$ cat src/rtl/seg_scan_pkg.sv
// Shared constants and types for the 7-segment scan capture block.
// Segment patterns are normalised (1 = lit), bit order {g,f,e,d,c,b,a}.
package seg_scan_pkg;

    localparam logic [6:0] SEG_PAT_0     = 7'h3F;
    localparam logic [6:0] SEG_PAT_1     = 7'h06;
    localparam logic [6:0] SEG_PAT_2     = 7'h5B;
    localparam logic [6:0] SEG_PAT_3     = 7'h4F;
    localparam logic [6:0] SEG_PAT_4     = 7'h66;
    localparam logic [6:0] SEG_PAT_5     = 7'h6D;
    localparam logic [6:0] SEG_PAT_6     = 7'h7D;
    localparam logic [6:0] SEG_PAT_7     = 7'h07;
    localparam logic [6:0] SEG_PAT_8     = 7'h7F;
    localparam logic [6:0] SEG_PAT_9     = 7'h6F;
    localparam logic [6:0] SEG_PAT_A     = 7'h77;
    localparam logic [6:0] SEG_PAT_B     = 7'h7C;
    localparam logic [6:0] SEG_PAT_C     = 7'h39;
    localparam logic [6:0] SEG_PAT_D     = 7'h5E;
    localparam logic [6:0] SEG_PAT_E     = 7'h79;
    localparam logic [6:0] SEG_PAT_F     = 7'h71;
    localparam logic [6:0] SEG_PAT_BLANK = 7'h00;

    // Digit index: 0 = SEG_D1 ... 3 = SEG_D4.
    typedef logic [1:0] dig_idx_t;

    // How many digit strobes are active in one registered sample.
    typedef enum logic [1:0] {
        STB_NONE,
        STB_ONE,
        STB_MULTI
    } strobe_kind_e;

endpackage

$ cat src/rtl/seg7_to_hex.sv
// Combinational decoder: normalised 7-segment pattern to hex nibble.
// is_legal_o marks one of the 16 hex glyphs; is_blank_o marks all segments off.
module seg7_to_hex
    import seg_scan_pkg::*;
(
    input  logic [6:0] seg_i,
    output logic [3:0] hex_o,
    output logic       is_blank_o,
    output logic       is_legal_o
);

    // Table lookup of the glyph; anything not in the table is illegal.
    always_comb begin
        // NOTE: every output gets a value before the case, so no path can infer a latch.
        hex_o      = 4'h0;
        is_legal_o = 1'b1;
        is_blank_o = (seg_i == SEG_PAT_BLANK);
        case (seg_i)
            SEG_PAT_0: hex_o = 4'h0;
            SEG_PAT_1: hex_o = 4'h1;
            SEG_PAT_2: hex_o = 4'h2;
            SEG_PAT_3: hex_o = 4'h3;
            SEG_PAT_4: hex_o = 4'h4;
            SEG_PAT_5: hex_o = 4'h5;
            SEG_PAT_6: hex_o = 4'h6;
            SEG_PAT_7: hex_o = 4'h7;
            SEG_PAT_8: hex_o = 4'h8;
            SEG_PAT_9: hex_o = 4'h9;
            SEG_PAT_A: hex_o = 4'hA;
            SEG_PAT_B: hex_o = 4'hB;
            SEG_PAT_C: hex_o = 4'hC;
            SEG_PAT_D: hex_o = 4'hD;
            SEG_PAT_E: hex_o = 4'hE;
            SEG_PAT_F: hex_o = 4'hF;
            default:   is_legal_o = 1'b0;
        endcase
    end

endmodule

$ cat src/rtl/seg_scan_capture.sv
// Listening end of a 4-digit multiplexed 7-segment bus. Registers the bus,
// waits for each digit pattern to stay stable for STABLE_CNT samples, then
// latches its hex value, blank flag and (optionally) decimal point.
// Optional feature: define SEG_CAPTURE_DP_EN to include SEG_P in the stability
// compare and latch Dp; otherwise SEG_P is ignored and Dp reads 4'b0000.
module seg_scan_capture
    import seg_scan_pkg::*;
#(
    parameter int unsigned STABLE_CNT  = 4,
    parameter int unsigned TIMEOUT_CNT = 1024,
    parameter bit          SEG_ACT_LOW = 1'b1,
    parameter bit          DIG_ACT_LOW = 1'b0
) (
    input  logic       Clk,
    input  logic       Rst,
    input  logic       SEG_D1,
    input  logic       SEG_D2,
    input  logic       SEG_D3,
    input  logic       SEG_D4,
    input  logic       SEG_A,
    input  logic       SEG_B,
    input  logic       SEG_C,
    input  logic       SEG_D,
    input  logic       SEG_E,
    input  logic       SEG_F,
    input  logic       SEG_G,
    input  logic       SEG_P,
    output logic [3:0] Dig0,
    output logic [3:0] Dig1,
    output logic [3:0] Dig2,
    output logic [3:0] Dig3,
    output logic [3:0] Valid,
    output logic [3:0] Blank,
    output logic [3:0] Dp,
    output logic       Frame_Done,
    output logic       Scan_Err
);

    localparam logic [3:0]  STABLE_MAX = 4'(STABLE_CNT);
    localparam logic [15:0] TO_MAX     = 16'(TIMEOUT_CNT);

`ifdef SEG_CAPTURE_DP_EN
    localparam int CMP_W = 8;
`else
    localparam int CMP_W = 7;
`endif

    // Registered, polarity-normalised bus sample.
    logic [3:0]       strobe_q;
    logic [6:0]       seg_q;
    logic [CMP_W-1:0] cur_pat;

    // Stability / timeout tracking.
    logic [3:0]       stab_cnt_q, stab_cnt_d;
    logic [15:0]      to_cnt_q, to_cnt_d;
    dig_idx_t         prev_idx_q;
    logic [CMP_W-1:0] prev_pat_q;

    // Output state.
    logic [3:0]       dig_q [4];
    logic [3:0]       dig_d [4];
    logic [3:0]       valid_q, valid_d;
    logic [3:0]       blank_q, blank_d;
    logic [3:0]       mask_q, mask_d;
    logic             frame_done_q, frame_done_d;
    logic             scan_err_q, scan_err_d;

    strobe_kind_e     strobe_kind;
    dig_idx_t         strobe_idx;
    logic             latch_fire;
    logic             timeout_hit;
    logic             multi_err;
    logic [3:0]       dec_hex;
    logic             dec_blank;
    logic             dec_legal;

    // Sample the bus once and normalise to 1 = lit / active.
    always_ff @(posedge Clk or posedge Rst) begin
        // NOTE: clocked blocks use <= so every register sees the pre-edge values of the others.
        if (Rst) begin
            strobe_q <= '0;
            seg_q    <= '0;
        end else begin
            strobe_q <= {SEG_D4, SEG_D3, SEG_D2, SEG_D1} ^ {4{DIG_ACT_LOW}};
            seg_q    <= {SEG_G, SEG_F, SEG_E, SEG_D, SEG_C, SEG_B, SEG_A} ^ {7{SEG_ACT_LOW}};
        end
    end

`ifdef SEG_CAPTURE_DP_EN
    logic       dp_q;
    logic [3:0] dp_out_q, dp_out_d;

    // Decimal point sample and per-digit latched Dp.
    always_ff @(posedge Clk or posedge Rst) begin
        if (Rst) begin
            dp_q     <= 1'b0;
            dp_out_q <= '0;
        end else begin
            dp_q     <= SEG_P ^ SEG_ACT_LOW;
            dp_out_q <= dp_out_d;
        end
    end

    // Dp follows DigN: updated only when a decodable or blank pattern latches.
    always_comb begin
        dp_out_d = dp_out_q;
        if (latch_fire && (dec_legal || dec_blank)) begin
            dp_out_d[strobe_idx] = dp_q;
        end
    end

    assign cur_pat = {dp_q, seg_q};
    assign Dp      = dp_out_q;
`else
    logic unused_seg_p;
    assign unused_seg_p = SEG_P;
    assign cur_pat      = seg_q;
    assign Dp           = 4'b0000;
`endif

    // Classify the strobe sample: none, exactly one (with its index), or several.
    always_comb begin
        strobe_kind = STB_ONE;
        strobe_idx  = 2'd0;
        case (strobe_q)
            4'b0000: strobe_kind = STB_NONE;
            4'b0001: strobe_idx  = 2'd0;
            4'b0010: strobe_idx  = 2'd1;
            4'b0100: strobe_idx  = 2'd2;
            4'b1000: strobe_idx  = 2'd3;
            default: strobe_kind = STB_MULTI;
        endcase
    end

    seg7_to_hex u_decode (
        .seg_i      (seg_q),
        .hex_o      (dec_hex),
        .is_blank_o (dec_blank),
        .is_legal_o (dec_legal)
    );

    // Stability and timeout counters; decide when a latch or timeout fires.
    always_comb begin
        stab_cnt_d  = stab_cnt_q;
        to_cnt_d    = to_cnt_q;
        latch_fire  = 1'b0;
        timeout_hit = 1'b0;
        multi_err   = 1'b0;
        case (strobe_kind)
            STB_NONE: begin
                stab_cnt_d = '0;
                if (to_cnt_q != TO_MAX) begin
                    to_cnt_d = to_cnt_q + 16'd1;
                end
                timeout_hit = (to_cnt_d == TO_MAX);
            end
            STB_MULTI: begin
                stab_cnt_d = '0;
                multi_err  = 1'b1;
            end
            default: begin
                to_cnt_d = '0;
                if ((strobe_idx == prev_idx_q) && (cur_pat == prev_pat_q)) begin
                    if (stab_cnt_q != STABLE_MAX) begin
                        stab_cnt_d = stab_cnt_q + 4'd1;
                    end
                end else begin
                    stab_cnt_d = 4'd1;
                end
                // Fire only on the step into STABLE_MAX, once per stable run.
                latch_fire = (stab_cnt_d == STABLE_MAX) && (stab_cnt_q != STABLE_MAX);
            end
        endcase
    end

    // Output next-state: latch results, frame mask, Frame_Done and sticky error.
    always_comb begin
        dig_d        = dig_q;
        valid_d      = valid_q;
        blank_d      = blank_q;
        frame_done_d = (mask_q == 4'hF);
        mask_d       = frame_done_d ? 4'h0 : mask_q;
        scan_err_d   = scan_err_q | multi_err;
        if (timeout_hit) begin
            valid_d = '0;
            mask_d  = '0;
        end
        if (latch_fire) begin
            mask_d[strobe_idx] = 1'b1;
            if (dec_legal) begin
                dig_d[strobe_idx]   = dec_hex;
                valid_d[strobe_idx] = 1'b1;
                blank_d[strobe_idx] = 1'b0;
            end else if (dec_blank) begin
                dig_d[strobe_idx]   = 4'h0;
                valid_d[strobe_idx] = 1'b1;
                blank_d[strobe_idx] = 1'b1;
            end else begin
                valid_d[strobe_idx] = 1'b0;
                scan_err_d          = 1'b1;
            end
        end
    end

    // State registers for counters, compare history and outputs.
    always_ff @(posedge Clk or posedge Rst) begin
        if (Rst) begin
            stab_cnt_q   <= '0;
            to_cnt_q     <= '0;
            prev_idx_q   <= '0;
            prev_pat_q   <= '0;
            dig_q        <= '{default: 4'h0};
            valid_q      <= '0;
            blank_q      <= '0;
            mask_q       <= '0;
            frame_done_q <= 1'b0;
            scan_err_q   <= 1'b0;
        end else begin
            stab_cnt_q   <= stab_cnt_d;
            to_cnt_q     <= to_cnt_d;
            prev_idx_q   <= strobe_idx;
            prev_pat_q   <= cur_pat;
            dig_q        <= dig_d;
            valid_q      <= valid_d;
            blank_q      <= blank_d;
            mask_q       <= mask_d;
            frame_done_q <= frame_done_d;
            scan_err_q   <= scan_err_d;
        end
    end

    assign Dig0       = dig_q[0];
    assign Dig1       = dig_q[1];
    assign Dig2       = dig_q[2];
    assign Dig3       = dig_q[3];
    assign Valid      = valid_q;
    assign Blank      = blank_q;
    assign Frame_Done = frame_done_q;
    assign Scan_Err   = scan_err_q;

endmodule
$ cat config.mk
export PLATFORM = sky130hd
export DESIGN_NAME = seg_scan_capture
export DESIGN_NICKNAME = d
export VERILOG_FILES = /design/src/rtl/seg_scan_pkg.sv /design/src/rtl/seg7_to_hex.sv /design/src/rtl/seg_scan_capture.sv
export SDC_FILE = /design/constraint.sdc
export NUM_CORES = 1
export LEC_CHECK = 0
export BUFFER_PORTS_ARGS = -buffer_cell sky130_fd_sc_hd__buf_2
export CAP_MARGIN = 20
export CORE_UTILIZATION = 63
export DETAILED_ROUTE_END_ITERATION = 12
export PLACE_DENSITY = 0.84
export SYNTH_ARGS = -nofsm -noshare
export SYNTH_HDL_FRONTEND = slang
export SYNTH_HIERARCHICAL = 1
export SYNTH_SLANG_ARGS = --single-unit
$ cat constraint.sdc
create_clock -name Clk -period 6.1 [get_ports Clk]
set_input_delay 0.61 -clock Clk [delete_from_list [all_inputs] [get_ports Clk]]
set_output_delay 0.61 -clock Clk [all_outputs]
set_load 0.005 [all_outputs]
Word-level counts from Yosys, hierarchy flattened
Index checks and enable logic that the tools add are counted.
- output and inout port bits: 30
- memories: 0
- bits of input ports: 14
- bits in read-only memories: 0
- flip-flop bits (word level): 70
- bits in writable memories: 0
- logic and storage cells: 105
- bits in latches: 0
- multipliers: 0
- bitwise gates (word level): 11
- eq/ne operators: 28
- $add $sub $neg: 2
- div/mod/pow operators: 0
- magnitude comparators: 4
- multiplexer cells: 33
- reduce and logical (&&, ||, !) cells: 12
- shift-type cells: 0
- operators by type and width (cell ; count):
    7-bit == test (second input constant) ; 12
    16-bit two-way mux ; 4
    4-bit one-hot mux with 15 select lines ; 1
    4-bit two-way mux ; 14
    16-bit one-hot mux with 2 select lines ; 1
    16-bit by 1-bit adder with 16-bit output (second input constant) ; 1
    16-bit bitwise AND ; 1
    16-bit bitwise mux ; 1
    16-bit by 11-bit == test with 1-bit output (second input constant) ; 1
    16-bit by 11-bit != test with 1-bit output (second input constant) ; 1
    16-bit NOT ; 1
    16-bit OR reduction ; 1
    7-bit by 3-bit == test with 1-bit output (second input constant) ; 2
    7-bit by 6-bit == test with 1-bit output (second input constant) ; 2
    4-bit OR ; 3
    4-bit bitwise AND ; 2
    4-bit demux with 2-bit select ; 1
    4-bit by 3-bit == test with 1-bit output (second input constant) ; 2
    4-bit == test (second input constant) ; 2
    1-bit two-way mux ; 8
    7-bit == test ; 1
    7-bit zero test ; 1
    7-bit NOT ; 1
    2-bit one-hot mux with 3 select lines ; 1
    other kinds (22) ; 25

Longest topological paths before layout
- depth after elaboration: 12
- depth in mapped cells: 9

By module
Netlist, hierarchy kept.
- modules (own cells, without submodules) (module ; times used ; area an instance (um^2) ; cells each):
    seg_scan_capture ; 1 ; 3435.8 ; 348
    seg7_to_hex ; 1 ; 299.0 ; 48

Worst setup path before layout
No wires, ideal clock.
- path type: register to register
- from: register to_cnt_q[0]
- to: register valid_q[0], in the netlist Valid[0]
- setup slack: 3.427 ns
- library setup time: 0.120 ns
- data required time: 5.980 ns
- arrival: 2.554 ns
- path buffers: 1
- cell stages (with the launch flop): 9
- period minus slack after synthesis: 2.673 ns
- cell sequence: dfrtp_1 -> ha_1 -> and3_1 -> buf_2 -> or3_4 -> a2111oi_4 -> o221ai_2 -> or4_1 -> a31o_1
- cells in the longest elaborated chain, start to end: 10
- RTL lines (element ; line ; RTL):
    start: declaration ; seg_scan_capture.sv:55 ; logic [15:0] to_cnt_q, to_cnt_d;
    start signal: assignment ; seg_scan_capture.sv:220 ; to_cnt_q <= to_cnt_d;
    16-bit by 1-bit adder with 16-bit output / 16-bit by 11-bit != test with 1-bit output (equally long branches) ; seg_scan_capture.sv:153, seg_scan_capture.sv:152 ;
    16-bit two-way mux * ; seg_scan_capture.sv:152 ; if (to_cnt_q != TO_MAX) begin
    16-bit two-way mux * ; seg_scan_capture.sv:149 ; case (strobe_kind)
    16-bit by 11-bit == test with 1-bit output * ; seg_scan_capture.sv:155 ; timeout_hit = (to_cnt_d == TO_MAX);
    1-bit two-way mux * ; seg_scan_capture.sv:149 ;
    4-bit two-way mux * ; seg_scan_capture.sv:184 ; if (timeout_hit) begin
    4-bit bitwise AND (no line) / 4-bit OR (equally long branches) ; - ;
    4-bit two-way mux ; seg_scan_capture.sv:194 ; end else if (dec_blank) begin
    4-bit two-way mux ; seg_scan_capture.sv:190 ; if (dec_legal) begin
    4-bit two-way mux * ; seg_scan_capture.sv:188 ; if (latch_fire) begin
    named net valid_d[0] ; seg_scan_capture.sv:62 ; logic [3:0] valid_q, valid_d;
    end signal: assignment ; seg_scan_capture.sv:224 ; valid_q <= valid_d;
    end: declaration ; seg_scan_capture.sv:62 ;
Mark *: on every way through the listed nets, which the timed path passes. The rest lies on a longest branch. The select of a mux whose other input is x is not followed.
A chain may end at the register's enable or synchronous reset.

Worst setup path after layout
- from: register seg_q[2], in the netlist cur_pat[2]
- to: register dig_q (netlist bit Dig2[2])
- cells in the longest elaborated chain, start to end: 8
- RTL lines (element ; line ; RTL):
    start: declaration ; seg_scan_capture.sv:50 ; logic [6:0] seg_q;
    start signal: assignment ; seg_scan_capture.sv:85 ; seg_q <= {SEG_G, SEG_F, SEG_E, SEG_D, SEG_C, SEG_B, SEG_A} ^ {7{SEG_ACT_LOW}};
    7-bit == test ; seg_scan_capture.sv:163 ; if ((strobe_idx == prev_idx_q) && (cur_pat == prev_pat_q)) begin
    1-bit logical AND ; seg_scan_capture.sv:163 ;
    4-bit two-way mux ; seg_scan_capture.sv:163 ;
    4-bit two-way mux ; seg_scan_capture.sv:149 ;
    4-bit by 3-bit == test with 1-bit output ; seg_scan_capture.sv:171 ; latch_fire = (stab_cnt_d == STABLE_MAX) && (stab_cnt_q != STABLE_MAX);
    1-bit logical AND ; seg_scan_capture.sv:171 ;
    1-bit two-way mux ; seg_scan_capture.sv:149 ;
    2-bit AND reduction (no line) ; - ;
    end signal: assignment ; seg_scan_capture.sv:223 ; dig_q <= dig_d;
    end: declaration ; seg_scan_capture.sv:60 ; logic [3:0] dig_q [4];
Parallel ways exist; a longest one is shown, timed or not. The select of a mux whose other input is x is not followed.

==> summary.txt <==
Status: finished clean
Synthesized area per cell: 9.43 um^2
Ys flop type: dfrtp_1
Async SR Flop Fraction: 100%
Worst r2r dst: Dig2[2]
Chip Width: 79.0 um
Commonest cells post-synth: 70 x dfrtp_1, 45 x o21ai_0, 34 x nor2_1
Hold Path Sink: strobe_q[2]
Setup Buffers After CTS: 0
Final setup viols: 0
Setup ws final: 2.94 ns
Skew-Pair Late Insertion Delay: 0.35 ns
Critical R2R Launch: cur_pat[2]
Final net count: 438
Core Area: 5610 um^2
RSZ-0062 raised after global routing: no
CP Max Fanout: 14
Leakage power: 1.81 nW
Via-to-Cell Ratio: 6.21
# Max-Cap Violations: 0
Initial antenna violation count: 0
Flop2flop setup slack: 2.94 ns
Mapped Area: 3730 um^2
Period utilization: 51.8%
DRT Pass-1 Iters: 5
Crit-path cells: xnor2_1, nand3_1, nor4_2, nand4_1, nor3_1, mux2_2
Largest net degree at the start of global routing: 71
1st-iter DRT viols: 286
Post-synthesis sequential area ratio: 46.9%
Crit path capture type: register
H-Tree Depth: 3
CTS tree: done
# fillers: 405
Grt total ovfl: 0
Vias in the first global route: 2931
GRT Total Usage: 28.5%
CTS resizes: 0
WP data arrival: 3.40 ns
Cell taking the most area after synthesis: dfrtp_1
Met3 WL: 514 um
Num CTS Buffers: 9
Final Hold Vio Count: 0
DRT antenna net count: 0
Slew Limit Headroom: 37.8%
Routed Wire Length: 8.16 mm
CP required: 6.34 ns
Fmax: 316 MHz
Wire per inst: 16.4 um
Pre-CTS setup slack: 3.00 ns
Setup TNS: 0 ns
Synthesis-stage register bit count: 70
DIE HEIGHT: 79.0 um
Die ar.: 6240 um^2
Yosys warns: 6
Final min period: 3.16 ns
Initial Util: 66.6%
Ranking of synthesized cells by area: dfrtp_1 47%, o21ai_0 6.0%, mux2_2 4.8%, xnor2_1 3.8%, nor2_1 3.4%
I/O pin count: 44
Area growth syn-to-layout: 9.72%
Hold path start: SEG_D3
Detailed placement HPWL: 5.22 mm
Peak VDD IR: 0.185 mV
Hold buffers post-CTS: 0
Worst hold path type: in2reg
Fraction of layout cells with a size suffix above 1: 19.3%
Port-buffer cells: 38
First-pass GRT wire length: 13.6 mm
GP Congestion: 0.884
Met1 WL: 3.30 mm
PwrDens: 236 nW/um^2
Setup CP Type: reg2reg
Slowest Stage Delay on Critical Path: 0.80 ns
Clock skew: 0.0109 ns
CTS max path bufs: 2
CP Launch Type: register
Final Max Slew Viols: 0
Met2 routed WL: 4.10 mm
Cells after synthesis: 396
Most instantiated library cell after synthesis: dfrtp_1
DRC errors left: 0
Clock root buffer: clkbuf_8
# rows: 27
Hold path depth: 1
Clock tree sinks: 70
Netlist cell types: 51
Ant. Diodes: 0
Vias: 3088
Post-synth EDFFs: 0
Worst reg-to-reg path cell count: 6
Highest metal used: met4
Worst-Margin Slew: 0.929 ns
Critical-path top delay cell: nor3_1
Synth top area share: 46.9%
Clock slew at reported path FFs: 0.08 ns
==> metrics by stage <==
stage          instances  power, mW  hold slack [ns]  cell area, um^2  utilization [%]
6_report             497      0.965            0.362             4100             73.1
3_3_place_gp         481      0.554            0.465             3880             69.1
2_1_floorplan        399      0.544            0.388             3750                -
5_1_grt              497       1.00            0.348             4100             73.1
3_5_place_dp         481      0.557            0.469             3880             69.1
4_1_cts              497      0.969            0.357             4100             73.1
==> per-layer routing <==
metal / global-route usage, % / vias to the layer above
met2: 48.0 / 137
met4: 12.5 / 0
met5: 0 / -
met3: 7.82 / 36
met1: 34.0 / 1470
li1: - / 1445
==> critical path: cells and delay by family (launching register included) <==
family           cells  cell delay, ns
flip-flops           1            0.61
AND/OR/NAND/NOR      4            1.84
multiplexers         1            0.44
XOR/XNOR             1            0.17
==> cells in the final DEF, fill, tap and decap left out, drive strengths merged, types with 3 or more instances in the layout <==
cell    synthesis  layout
nor3           14      14
inv            23      24
nor4           10      10
or3             6       6
o22ai           3       3
ha              4       4
o21a            3       3
buf            17      40
o31ai           6       6
mux2           16      16
a31oi           7       7
nand2          27      27
a21oi           9       9
nor3b           3       3
or4             3       3
conb            1       4
dfrtp          70      70
nand3b          4       4
nand3          16      16
and3            4       4
clkbuf         13       9
xor2            3       3
o21ai          45      45
xnor2          16      16
o211ai          5       5
nor2           34      34
nand4          11      11
==> sequential cells by signal, indices dropped and copies added (netlist names), named ones only <==
signal	count
Dig1	4
Frame_Done	1
mask_q	4
stab_cnt_q	4
Dig2	4
strobe_q	4
cur_pat	7
prev_pat_q	7
to_cnt_q	16
Scan_Err	1
Dig0	4
Dig3	4
Valid	4
prev_idx_q	2
==> power by group <==
group | total, mW | switching [mW] | leakage, nW | internal [mW]
combinational | 0.0601 | 0.0387 | 0.774 | 0.0215
clock | 0.417 | 0.186 | 0.106 | 0.231
sequential | 0.488 | 0.0159 | 0.928 | 0.472
total | 0.965 | 0.240 | 1.81 | 0.725
==> cells by family (layout without fill, tap and decap cells) <==
kind of cell	after synthesis	count (layout)	share of synthesized area, %
and+or+nand+nor	143	143	20.3
AOI/OAI and AO/OA	90	90	15.3
DFF	70	70	46.9
buffers and inverters	53	79	6.73
xor gates and xnor gates	19	19	4.46
muxes	16	16	4.82
adders and majority gates	4	4	1.34
other	1	4	0.100
==> how the worst max path moves through the flow <==
stage | startpoint | to | cells after the start
final | cur_pat[2] | Dig2[2] | 6
after detailed placement | cur_pat[2] | Dig3[2] | 6
after CTS | cur_pat[2] | Dig2[2] | 6
after floorplan | to_cnt_q[0] | Valid[0] | 8
after global routing | cur_pat[2] | Dig2[2] | 6
after global placement | cur_pat[3] | Dig3[1] | 6
==> final cells by class <==
cell class,instances,area [um^2],share of cell area [%]
tap,72,90.1,2.20
clock inverter,7,97.6,2.38
timing repair buffer,40,205,5.01
sequential,70,1750,42.7
inverter,23,86.3,2.11
multi-input combinational,276,1740,42.5
clock buffer,9,124,3.02
Power figures use the tool's default switching activity.
